===== src/rtl/pc_sp_unit_pkg.sv =====
// Shared state/opcode codes and reset defaults for the address-side datapath.
// The control FSM and this block must agree on these encodings.
package pc_sp_unit_pkg;

  localparam logic [7:0] STATE_IDLE       = 8'h00;
  localparam logic [7:0] STATE_FETCH_PC   = 8'h01;
  localparam logic [7:0] STATE_FETCH_INST = 8'h02;
  localparam logic [7:0] STATE_FETCH_SP   = 8'h03;
  localparam logic [7:0] STATE_INC_SP     = 8'h04;
  localparam logic [7:0] STATE_STACK_REG  = 8'h05;
  localparam logic [7:0] STATE_SET_REG    = 8'h06;
  localparam logic [7:0] STATE_STORE_PC   = 8'h07;
  localparam logic [7:0] STATE_TMP_JUMP   = 8'h08;
  localparam logic [7:0] STATE_JUMP       = 8'h09;
  localparam logic [7:0] STATE_RET        = 8'h0A;
  localparam logic [7:0] STATE_LOAD_ADDR  = 8'h0B;

  localparam logic [7:0] OP_NOP  = 8'h00;
  localparam logic [7:0] OP_JMP  = 8'h10;
  localparam logic [7:0] OP_CALL = 8'h20;
  localparam logic [7:0] OP_RET  = 8'h21;
  localparam logic [7:0] OP_PUSH = 8'h30;
  localparam logic [7:0] OP_POP  = 8'h31;

  localparam logic [7:0] PC_RESET_DEFAULT = 8'h00;
  localparam logic [7:0] SP_RESET_DEFAULT = 8'hFF;

  typedef enum logic [1:0] {
    SP_HOLD = 2'd0,
    SP_INC  = 2'd1,
    SP_DEC  = 2'd2
  } sp_op_e;

endpackage


===== src/rtl/pc_sp_unit_stack_ptr.sv =====
// Stack pointer register: empty-descending, wraps modulo 2^ADDR_W and raises a
// sticky error when a wrap occurs in either direction.
module pc_sp_unit_stack_ptr
  import pc_sp_unit_pkg::*;
#(
  parameter int unsigned          ADDR_W   = 8,
  parameter logic [ADDR_W-1:0]    SP_RESET = '1
) (
  input  logic              clk,
  input  logic              reset,
  input  sp_op_e            sp_op,
  output logic [ADDR_W-1:0] sp,
  output logic              stack_err
);

  logic [ADDR_W-1:0] sp_q, sp_d;
  logic              err_q, err_d;

  always_comb begin
    sp_d  = sp_q;
    err_d = err_q;
    case (sp_op)
      SP_INC: begin
        sp_d = sp_q + ADDR_W'(1);
        if (sp_q == '1) err_d = 1'b1;
      end
      SP_DEC: begin
        sp_d = sp_q - ADDR_W'(1);
        if (sp_q == '0) err_d = 1'b1;
      end
      default: ;
    endcase
  end

  always_ff @(posedge clk) begin
    if (reset) begin
      sp_q  <= SP_RESET;
      err_q <= 1'b0;
    end else begin
      sp_q  <= sp_d;
      err_q <= err_d;
    end
  end

  assign sp        = sp_q;
  assign stack_err = err_q;

endmodule


===== src/rtl/pc_sp_unit.sv =====
// Address-side datapath: PC, jump-target temp and MAR, plus the CALL stack write
// path. Every register update is keyed off the registered FSM state code.
module pc_sp_unit
  import pc_sp_unit_pkg::*;
#(
  parameter int unsigned       ADDR_W   = 8,
  parameter logic [ADDR_W-1:0] PC_RESET = PC_RESET_DEFAULT,
  parameter logic [ADDR_W-1:0] SP_RESET = SP_RESET_DEFAULT
) (
  input  logic              clk,
  input  logic              reset,
  input  logic [7:0]        state,
  input  logic [7:0]        opcode,
  input  logic              cond_ok,
  input  logic [7:0]        data_in,
  output logic [ADDR_W-1:0] addr,
  output logic [7:0]        data_out,
  output logic              mem_we,
  output logic [ADDR_W-1:0] pc,
  output logic [ADDR_W-1:0] sp,
  output logic              stack_err
);

  logic [ADDR_W-1:0] pc_q, pc_d;
  logic [ADDR_W-1:0] tmp_q, tmp_d;
  logic [ADDR_W-1:0] addr_q, addr_d;
  logic [7:0]        data_out_q, data_out_d;
  logic              mem_we_q, mem_we_d;
  sp_op_e            sp_op;

  pc_sp_unit_stack_ptr #(
    .ADDR_W   (ADDR_W),
    .SP_RESET (SP_RESET)
  ) u_stack_ptr (
    .clk       (clk),
    .reset     (reset),
    .sp_op     (sp_op),
    .sp        (sp),
    .stack_err (stack_err)
  );

  // Unknown state codes fall through to the defaults, so nothing moves.
  always_comb begin
    pc_d       = pc_q;
    tmp_d      = tmp_q;
    addr_d     = addr_q;
    data_out_d = data_out_q;
    mem_we_d   = 1'b0;
    sp_op      = SP_HOLD;
    case (state)
      STATE_FETCH_PC: begin
        addr_d = pc_q;
        pc_d   = pc_q + ADDR_W'(1);
      end
      STATE_FETCH_SP:  addr_d = sp;
      STATE_INC_SP:    sp_op  = SP_INC;
      STATE_STACK_REG: sp_op  = SP_DEC;
      STATE_SET_REG: begin
        if (opcode == OP_CALL) tmp_d = data_in;
      end
      STATE_STORE_PC: begin
        addr_d     = sp;
        data_out_d = pc_q;
        mem_we_d   = 1'b1;
        sp_op      = SP_DEC;
      end
      STATE_TMP_JUMP: pc_d = tmp_q;
      STATE_JUMP: begin
        if (cond_ok) pc_d = data_in;
      end
      STATE_RET:       pc_d   = data_in;
      STATE_LOAD_ADDR: addr_d = data_in;
      default: ;
    endcase
  end

  always_ff @(posedge clk) begin
    if (reset) begin
      pc_q       <= PC_RESET;
      tmp_q      <= '0;
      addr_q     <= '0;
      data_out_q <= '0;
      mem_we_q   <= 1'b0;
    end else begin
      pc_q       <= pc_d;
      tmp_q      <= tmp_d;
      addr_q     <= addr_d;
      data_out_q <= data_out_d;
      mem_we_q   <= mem_we_d;
    end
  end

  assign pc       = pc_q;
  assign addr     = addr_q;
  assign data_out = data_out_q;
  assign mem_we   = mem_we_q;

endmodule


===== config.mk =====
export PLATFORM = sky130hd
export DESIGN_NAME = pc_sp_unit
export DESIGN_NICKNAME = d
export VERILOG_FILES = /design/src/rtl/pc_sp_unit_pkg.sv /design/src/rtl/pc_sp_unit_stack_ptr.sv /design/src/rtl/pc_sp_unit.sv
export SDC_FILE = /design/constraint.sdc
export NUM_CORES = 1
export LEC_CHECK = 0
export CAP_MARGIN = 20
export CORE_ASPECT_RATIO = 0.8
export CORE_MARGIN = 8
export CORE_UTILIZATION = 40
export CTS_CLUSTER_SIZE = 25
export DETAILED_ROUTE_END_ITERATION = 6
export HOLD_SLACK_MARGIN = 0.06
export PLACE_DENSITY = 0.64
export SYNTH_ARGS = -nofsm -noshare
export SYNTH_HDL_FRONTEND = slang
export SYNTH_SLANG_ARGS = --single-unit

===== constraint.sdc =====
create_clock -name clk -period 3.8 [get_ports clk]
set_input_delay 0.76 -clock clk [delete_from_list [all_inputs] [get_ports clk]]
set_output_delay 0.76 -clock clk [all_outputs]
set_load 0.02 [all_outputs]

======== Word-level counts from Yosys, hierarchy flattened ========
Index checks and enable logic that the tools add are counted.
cells by class
  add/subtract/negate cells ............... 3
  eq/ne operators ......................... 17
  muxes and demuxes ....................... 9
  reductions and logical operators ........ 9
operators by type and width
  cell                 number
  $eq 8x3->1 const B   4
  $eq 8x4->1 const B   4
  $pmux 8 s4           1
  $pmux 8 s3           1
  $add 8x1->8 const B  2
  $pmux 8 s2           1
  $eq 8x1->1 const B   1
  $eq 8x2->1 const B   1
  $eq 8x6->1 const B   1
  $eq 8x8->1 const B   1
  $logic_not 8->1      1
  $mux 8               1
  $sub 8x1->8 const B  1
  $ne 2x1->1 const B   2
  $pmux 2 s2           1
  $reduce_and 2->1     2
  $reduce_bool 4->1    1
  $reduce_or 2->1      2
  $mux 1               3
  $reduce_and 3->1     1
  $reduce_bool 3->1    1
  $eq 2x1->1 const B   1
  $eq 2x2->1 const B   1
  $ne 2x2->1 const B   1
  2 further kinds      2
word-level totals
  register bits ........................... 42
  input bits .............................. 27
  word-level logic and storage cells ...... 45

======== Longest topological paths before layout ========
Gate-level depths: netlist of the first run.
  depth in word-level cells ............... 6
  mapped depth ............................ 13
  gate-level depth less buffers ........... 12

======== Cells and area by module ========
Synthesis of the first run repeated with hierarchy kept, for this count alone.
second synthesis, totals
  cells, all modules ...................... 328
  area, all modules ....................... 2648.8 um^2
by module, submodules not included
  module                instances  cells an instance  area each (um^2)
  pc_sp_unit            1          232                1853.0
  pc_sp_unit_stack_ptr  1          96                 795.8

======== Worst setup path after synthesis of the first run ========
No wires, ideal clock.
  kind .................................... input to register
  from .................................... input state[5]
  to ...................................... register u_stack_ptr.sp_q[7], in the netlist u_stack_ptr.sp[7]
  library setup time ...................... 0.117 ns
  arrival time ............................ 3.293 ns
  setup slack ............................. 0.390 ns
  cell stages on the path ................. 12
  cell sequence ........................... or4_1 buf_2 nor3b_1 and2_1 inv_1 ha_1 ha_1 a21o_1 a21oi_1 o21a_1 a221oi_1 and4b_1
between the ends
  longest elaborated chain between the ends .. 5
RTL lines
  what                                             line                        text
  start, declared                                  pc_sp_unit.sv:12            input logic [7:0] state,
  $eq 8x3->1                                       pc_sp_unit.sv:50            case (state)
  $reduce_or 2->1 (no line)                        --
  $pmux 2 s2 (*)                                   pc_sp_unit.sv:50
  $eq 2x2->1 or $eq 2x1->1 (tied branches)         pc_sp_unit_stack_ptr.sv:22  case (sp_op)
  $pmux 8 s2 or $reduce_bool 2->1 (tied branches)  --
  end signal, assigned                             pc_sp_unit_stack_ptr.sv:40  sp_q <= sp_d;
  end, declared                                    pc_sp_unit_stack_ptr.sv:16  logic [ADDR_W-1:0] sp_q, sp_d;
Mark *: on every way between the ends. The rest lies on a longest branch, timed or not.
A chain may end at the register's enable or synchronous reset.

======== Worst setup path in the final report of the first run ========
  from .................................... input state[5]
  to ...................................... register u_stack_ptr.sp_q[6], in the netlist u_stack_ptr.sp[6]
The elaborated chain is that of the path after synthesis.

==> results of run 1 <==
-- where the power goes --
group	switching, mW	internal [mW]	leakage (nW)
Sequential	0.00281	0.441	0.339
Clock	0.158	0.147	0.0482
Combinational	0.0450	0.0467	0.700
Total	0.206	0.635	1.09
-- cell usage in the layout (no fill, tap or decap), drive strengths merged, types with 7 or more instances in the layout --
cell type       n
ha              9
o22ai           8
dfxtp          42
a21oi          16
o21ai           7
a2bb2oi         8
a22oi           8
buf            11
nor2           34
clkbuf          7
inv            15
clkdlybuf4s50  60
mux2i          24
-- per-layer routing --
| metal | global-route usage | share of wire |
|---|---|---|
| met1 | 0.233 | 0.51 |
| met2 | 0.214 | 0.40 |
| met3 | 0.0438 | 0.082 |
| met4 | 0.0372 | 0.0082 |
| met5 | 0 | 0 |
-- metrics by stage --
step           setup slack (ns)   util  cells
2_1_floorplan             0.390      -    264
3_3_place_gp             0.0499  0.525    400
3_5_place_dp            -0.0640  0.525    400
4_1_cts                   0.273  0.540    408
5_1_grt                  0.0798  0.540    408
6_report                  0.284  0.540    408
-- kinds of logic after synthesis --
family | count (synthesis)
AND/OR/NAND/NOR | 76
multiplexers | 25
AO/OA/AOI/OAI | 73
flip-flops | 42
XOR/XNOR | 6
adder cells (fa/ha/maj) | 11
buffers and inverters | 31
-- sequential cells by signal, summed over array words and instances, names as in the netlist --
name	count
mem_we	1
u_stack_ptr.stack_err	1
u_stack_ptr.sp	8
addr	8
tmp_q	8
pc	8
data_out	8
-- area by class of cell --
type	instances	share of cell area
inverter	15	0.0179
clock buffer	7	0.0275
timing repair buffer	71	0.217
tap	81	0.0322
sequential	42	0.268
multi-input combinational	191	0.436
clock inverter	1	0.00159
-- Yosys cell counts, drive strengths merged (2+ instances only) --
library cell  instances
nand2                 6
inv                  15
and3                  2
clkbuf                8
dfxtp                42
xor2                  5
a21oi                16
nor3                  3
o21ai                 7
o22ai                 8
a31oi                 2
a211oi                3
o32a                  5
nand2b                5
and2                  3
nor4                  3
o32ai                 6
or3                   5
ha                    9
o21a                  3
a2bb2oi               8
o211ai                3
buf                   8
nor2                 34
nand3                 2
nor3b                 2
mux2i                24
nand4                 2
a22oi                 8
nor2b                 2
-- worst reg2reg max path, stage by stage (launching register included) --
cell and delay [ns]:
dfxtp_1 0.48, nand3_1 0.18, or3_1 0.39, or3_1 0.36
o32a_1 0.30, o32ai_1 0.12
-- worst min-delay path by stage --
stage / from / endpoint / slack, ns / depth (start not counted)
after global placement: u_stack_ptr.stack_err / u_stack_ptr.stack_err / 0.47 / 2
after global routing: data_out[6] / data_out[6] / 0.53 / 2
after floorplan: tmp_q[0] / tmp_q[0] / 0.46 / 2
final: u_stack_ptr.stack_err / u_stack_ptr.stack_err / 0.50 / 2
after detailed placement: data_out[1] / data_out[1] / 0.48 / 2
after CTS: data_out[1] / data_out[1] / 0.50 / 2
==> results.json, run 1 <==
{
  "post-route-period-util": 0.925,
  "cap_violations": 0,
  "fmax_mhz": 284,
  "firstDrtPassIters": 4,
  "vias_per_cell": 5.45,
  "required_ns": 4.01,
  "path_cells": "clkdlybuf4s50_1 -> or4_1 -> nor3b_1 -> and2_1 -> inv_1 -> ha_1 -> ha_1 -> nor2b_1 -> o21ai_0 -> a21oi_1 -> o21a_1 -> o31ai_1",
  "tns_ns": 0,
  "first_iter_violations": 165,
  "finClkSkew_ns": 0.00556,
  "critPathMostFrequentCell": "ha_1",
  "ff2ff_path_depth": 5,
  "synth_area_leader_cell": "dfxtp_1",
  "r2r-end": "pc[7]",
  "gp_congestion": 0.879,
  "synth_top_family_by_area": "compound AO/OA/AOI/OAI gates",
  "clockBufferDepth": 2,
  "synth_top_area_share": 0.356,
  "dpl_cell_area_mm2": 0.00305,
  "min_path_type": "flip-flop to flip-flop",
  "start_kind": "input pin",
  "worst-setup-path-type": "input pin to flip-flop",
  "row_count": 25,
  "synth_compound_area_frac": 0.222,
  "grt_pass1_vias": 2043,
  "synth_seq_cells": 42,
  "yosys-top-cells-area": "dfxtp_1 36%, mux2i_1 10%, nor2_1 5.4%, ha_1 4.8%, a21oi_1 3.2%",
  "synthArstFlopShare": 0,
  "insertion_delay_ns": 0.30,
  "synth_edf_count": 0,
  "finalNetCount": 363,
  "path_buf_inv": 2,
  "p_leak_nw": 1.09,
  "die_h_um": 84.7,
  "drv_slew": 0,
  "synthXorXnorAreaFrac": 0.0223,
  "drive_gt1_frac": 0.0765,
  "cts_sinks": 42,
  "dr_total_vias": 2222,
  "die-area_mm2": 0.00863,
  "antenna_found_initial": 0,
  "regArea_um2": 841,
  "htree_levels": 2,
  "post-route-min-period_ns": 3.52,
  "clk_pin_slew_ns": 0.08,
  "fp.dieW_um": 102,
  "rsz0062_at_grt": "no",
  "synthMuxAreaShare": 0.107,
  "synth_fp_nets": 301,
  "dp.final_hpwl_mm": 5.15,
  "synthDistinctLibCells": 52,
  "area_delta_synth_final_pct": 33.2,
  "synthCells": 264,
  "yosys.area_share.simple": 0.169,
  "vdd_drop_max_v": 0.000172,
  "port_buffers": 60,
  "drt_wl_total_mm": 6.75,
  "cpPeakStageDelay_ns": 0.55,
  "ant_nets": 0,
  "grt_pass1_wl_mm": 10.9,
  "regToRegStartpoint": "pc[0]",
  "reg2reg_slack_ns": 1.88,
  "grt-ovfl-total": 0,
  "core_area_mm2": 0.00582,
  "worstMarginPinSlew_ns": 0.649,
  "cts_root_buf": "clkbuf_8",
  "endpoint": "u_stack_ptr.sp[6]",
  "setup_viol_count_final": 0,
  "ys_seq_area_frac": 0.356,
  "whs_ns": 0.496,
  "synthAdderAreaFrac": 0.0604,
  "cts_setup_buffers": 0,
  "power_density_mw_per_mm2": 267,
  "crit_start": "state[5]",
  "cp_data_arrival_time_ns": 3.73,
  "final_hold_viol_count": 0,
  "start_util": 0.406,
  "multi_input_area_mm2": 0.00137,
  "drc_errors": 0,
  "syn_area_per_cell_um2": 8.94,
  "numCtsBuffers": 5,
  "path_max_fanout": 6,
  "crit_cells": 12,
  "grt_max_degree": 27,
  "synth-main-ff-cell": "dfxtp_1",
  "drt-wirelength-per-cell_um": 16.5,
  "num-fill-cells": 549,
  "cts_resized": 0,
  "report.power.total_mw": 0.840,
  "cts_hold_buf": 0,
  "num_io_pins": 61,
  "stdcell_area_mm2": 0.00314,
  "slew_headroom": 0.566,
  "critical-path-top-delay-family": "simple AND/OR/NAND/NOR gates",
  "antenna_cells": 0,
  "grt_usage": 0.157,
  "ys_warn_count": 0,
  "cp_slowest_cell": "or4_1",
  "status": "completed",
  "critPathCaptureType": "flip-flop",
  "synth.cell_area_mm2": 0.00236,
  "cts_tree": "done"
}
(Power assumes the default switching activity.)
==> inputs of run 2 (changes only) <==
--- a/config.mk
+++ b/config.mk
@@ -8,11 +8,11 @@
 export CAP_MARGIN = 20
 export CORE_ASPECT_RATIO = 0.8
 export CORE_MARGIN = 8
-export CORE_UTILIZATION = 40
+export CORE_UTILIZATION = 34
 export CTS_CLUSTER_SIZE = 25
 export DETAILED_ROUTE_END_ITERATION = 6
 export HOLD_SLACK_MARGIN = 0.06
-export PLACE_DENSITY = 0.64
+export PLACE_DENSITY = 0.55
 export SYNTH_ARGS = -nofsm -noshare
 export SYNTH_HDL_FRONTEND = slang
 export SYNTH_SLANG_ARGS = --single-unit
==> results.json, run 2 (synthesized netlist as in run 1, its figures left out) <==
{
  "cts_root_buf": "clkbuf_8",
  "fp.dieW_um": 109,
  "crit_start": "state[5]",
  "dp.final_hpwl_mm": 5.47,
  "finClkSkew_ns": 0.00929,
  "cts_resized": 0,
  "setup_viol_count_final": 0,
  "start_util": 0.348,
  "firstDrtPassIters": 5,
  "min_path_type": "flip-flop to flip-flop",
  "cp_slowest_cell": "or4_1",
  "start_kind": "input pin",
  "num-fill-cells": 696,
  "regToRegStartpoint": "pc[2]",
  "crit_cells": 12,
  "grt_usage": 0.147,
  "insertion_delay_ns": 0.30,
  "worstMarginPinSlew_ns": 0.717,
  "die_h_um": 90.5,
  "antenna_cells": 0,
  "post-route-min-period_ns": 3.53,
  "grt-ovfl-total": 0,
  "drv_slew": 0,
  "endpoint": "u_stack_ptr.sp[6]",
  "worst-setup-path-type": "input pin to flip-flop",
  "ff2ff_path_depth": 5,
  "gp_congestion": 0.879,
  "required_ns": 4.02,
  "r2r-end": "pc[7]",
  "tns_ns": 0,
  "ant_nets": 0,
  "path_buf_inv": 2,
  "numCtsBuffers": 5,
  "drive_gt1_frac": 0.0851,
  "grt_max_degree": 38,
  "clk_pin_slew_ns": 0.09,
  "slew_headroom": 0.521,
  "cts_tree": "done",
  "cap_violations": 0,
  "status": "completed",
  "finalNetCount": 365,
  "dr_total_vias": 2204,
  "post-route-period-util": 0.928,
  "die-area_mm2": 0.00988,
  "cts_setup_buffers": 0,
  "antenna_found_initial": 0,
  "power_density_mw_per_mm2": 284,
  "area_delta_synth_final_pct": 35.0,
  "row_count": 27,
  "grt_pass1_vias": 2167,
  "clockBufferDepth": 2,
  "grt_pass1_wl_mm": 11.7,
  "path_max_fanout": 6,
  "fmax_mhz": 283,
  "final_hold_viol_count": 0,
  "p_leak_nw": 1.11,
  "reg2reg_slack_ns": 1.92,
  "critPathCaptureType": "flip-flop",
  "cts_sinks": 42,
  "path_cells": "clkdlybuf4s50_1 -> or4_1 -> nor3b_1 -> and2_1 -> inv_1 -> ha_1 -> ha_1 -> nor2b_1 -> o21ai_0 -> a21oi_1 -> o21a_1 -> o31ai_1",
  "core_area_mm2": 0.00679,
  "critPathMostFrequentCell": "ha_1",
  "first_iter_violations": 149,
  "cts_hold_buf": 0,
  "cpPeakStageDelay_ns": 0.56,
  "fin_util": 0.469,
  "drc_errors": 0,
  "rsz0062_at_grt": "no",
  "vdd_drop_max_v": 0.000138,
  "final_common_cell": "clkdlybuf4s50_1",
  "htree_levels": 2,
  "vias_per_cell": 5.30,
  "cp_data_arrival_time_ns": 3.75,
  "drt-wirelength-per-cell_um": 17.6,
  "port_buffers": 60,
  "drt_wl_total_mm": 7.32,
  "layout_common_cells": "60 x clkdlybuf4s50_1, 42 x dfxtp_1, 34 x nor2_1, 24 x mux2i_1",
  "num_io_pins": 61,
  "critical-path-top-delay-family": "simple AND/OR/NAND/NOR gates"
}
run 2: cell types whose count changed in the layout (fill, tap and decap cells not counted):
cell       previous run  this run
buf_4                11        13
clkbuf_8              6         5
bufinv_16             0         1
inv_6                 0         1
clkbuf_1              1         0
run 2: power by group:
group / switching [mW] / total, mW / internal [mW]
Clock: 0.171 / 0.369 / 0.197
Combinational: 0.0467 / 0.0938 / 0.0471
Sequential: 0.00282 / 0.444 / 0.441
Total: 0.221 / 0.906 / 0.685
run 2: area by class of cell:
class | instances | area (µm²) | area share
repair buffers | 73 | 698 | 0.219
clock inverters | 3 | 43.8 | 0.0137
inverters | 15 | 56.3 | 0.0177
flip-flops and latches | 42 | 841 | 0.264
multi-input cells | 191 | 1370 | 0.430
well taps | 87 | 109 | 0.0342
clock buffers | 5 | 68.8 | 0.0216
run 2: worst min-delay path by stage:
stage	slack (ns)	depth (start not counted)	from	endpoint
after floorplan	0.46	2	tmp_q[0]	tmp_q[0]
after global placement	0.46	2	u_stack_ptr.stack_err	u_stack_ptr.stack_err
after detailed placement	0.46	2	u_stack_ptr.stack_err	u_stack_ptr.stack_err
after CTS	0.48	2	u_stack_ptr.stack_err	u_stack_ptr.stack_err
after global routing	0.53	2	u_stack_ptr.stack_err	u_stack_ptr.stack_err
final	0.47	2	u_stack_ptr.stack_err	u_stack_ptr.stack_err
run 2: metal layers:
metal  part of all wire  track usage
met1               0.50        0.215
met3              0.094       0.0506
met4             0.0062       0.0319
met2               0.40        0.198
met5                  0            0
run 2: worst min-delay path, delay by kind of cell (launching register included):
| kind | cells | cell delay (ns) |
|---|---|---|
| simple gates | 1 | 0.07 |
| compound gates | 1 | 0.04 |
| flops | 1 | 0.33 |
run 2: per-stage QoR:
step	cells	cell area (µm²)	setup slack, ns	power, mW	hold slack (ns)
3_3_place_gp	408	3070	0.0265	0.548	0.455
5_1_grt	416	3190	0.0377	0.941	0.529
3_5_place_dp	408	3070	-0.0541	0.547	0.464
6_report	416	3190	0.273	0.906	0.474
2_1_floorplan	264	2360	0.390	0.497	0.461
4_1_cts	416	3190	0.267	0.913	0.485
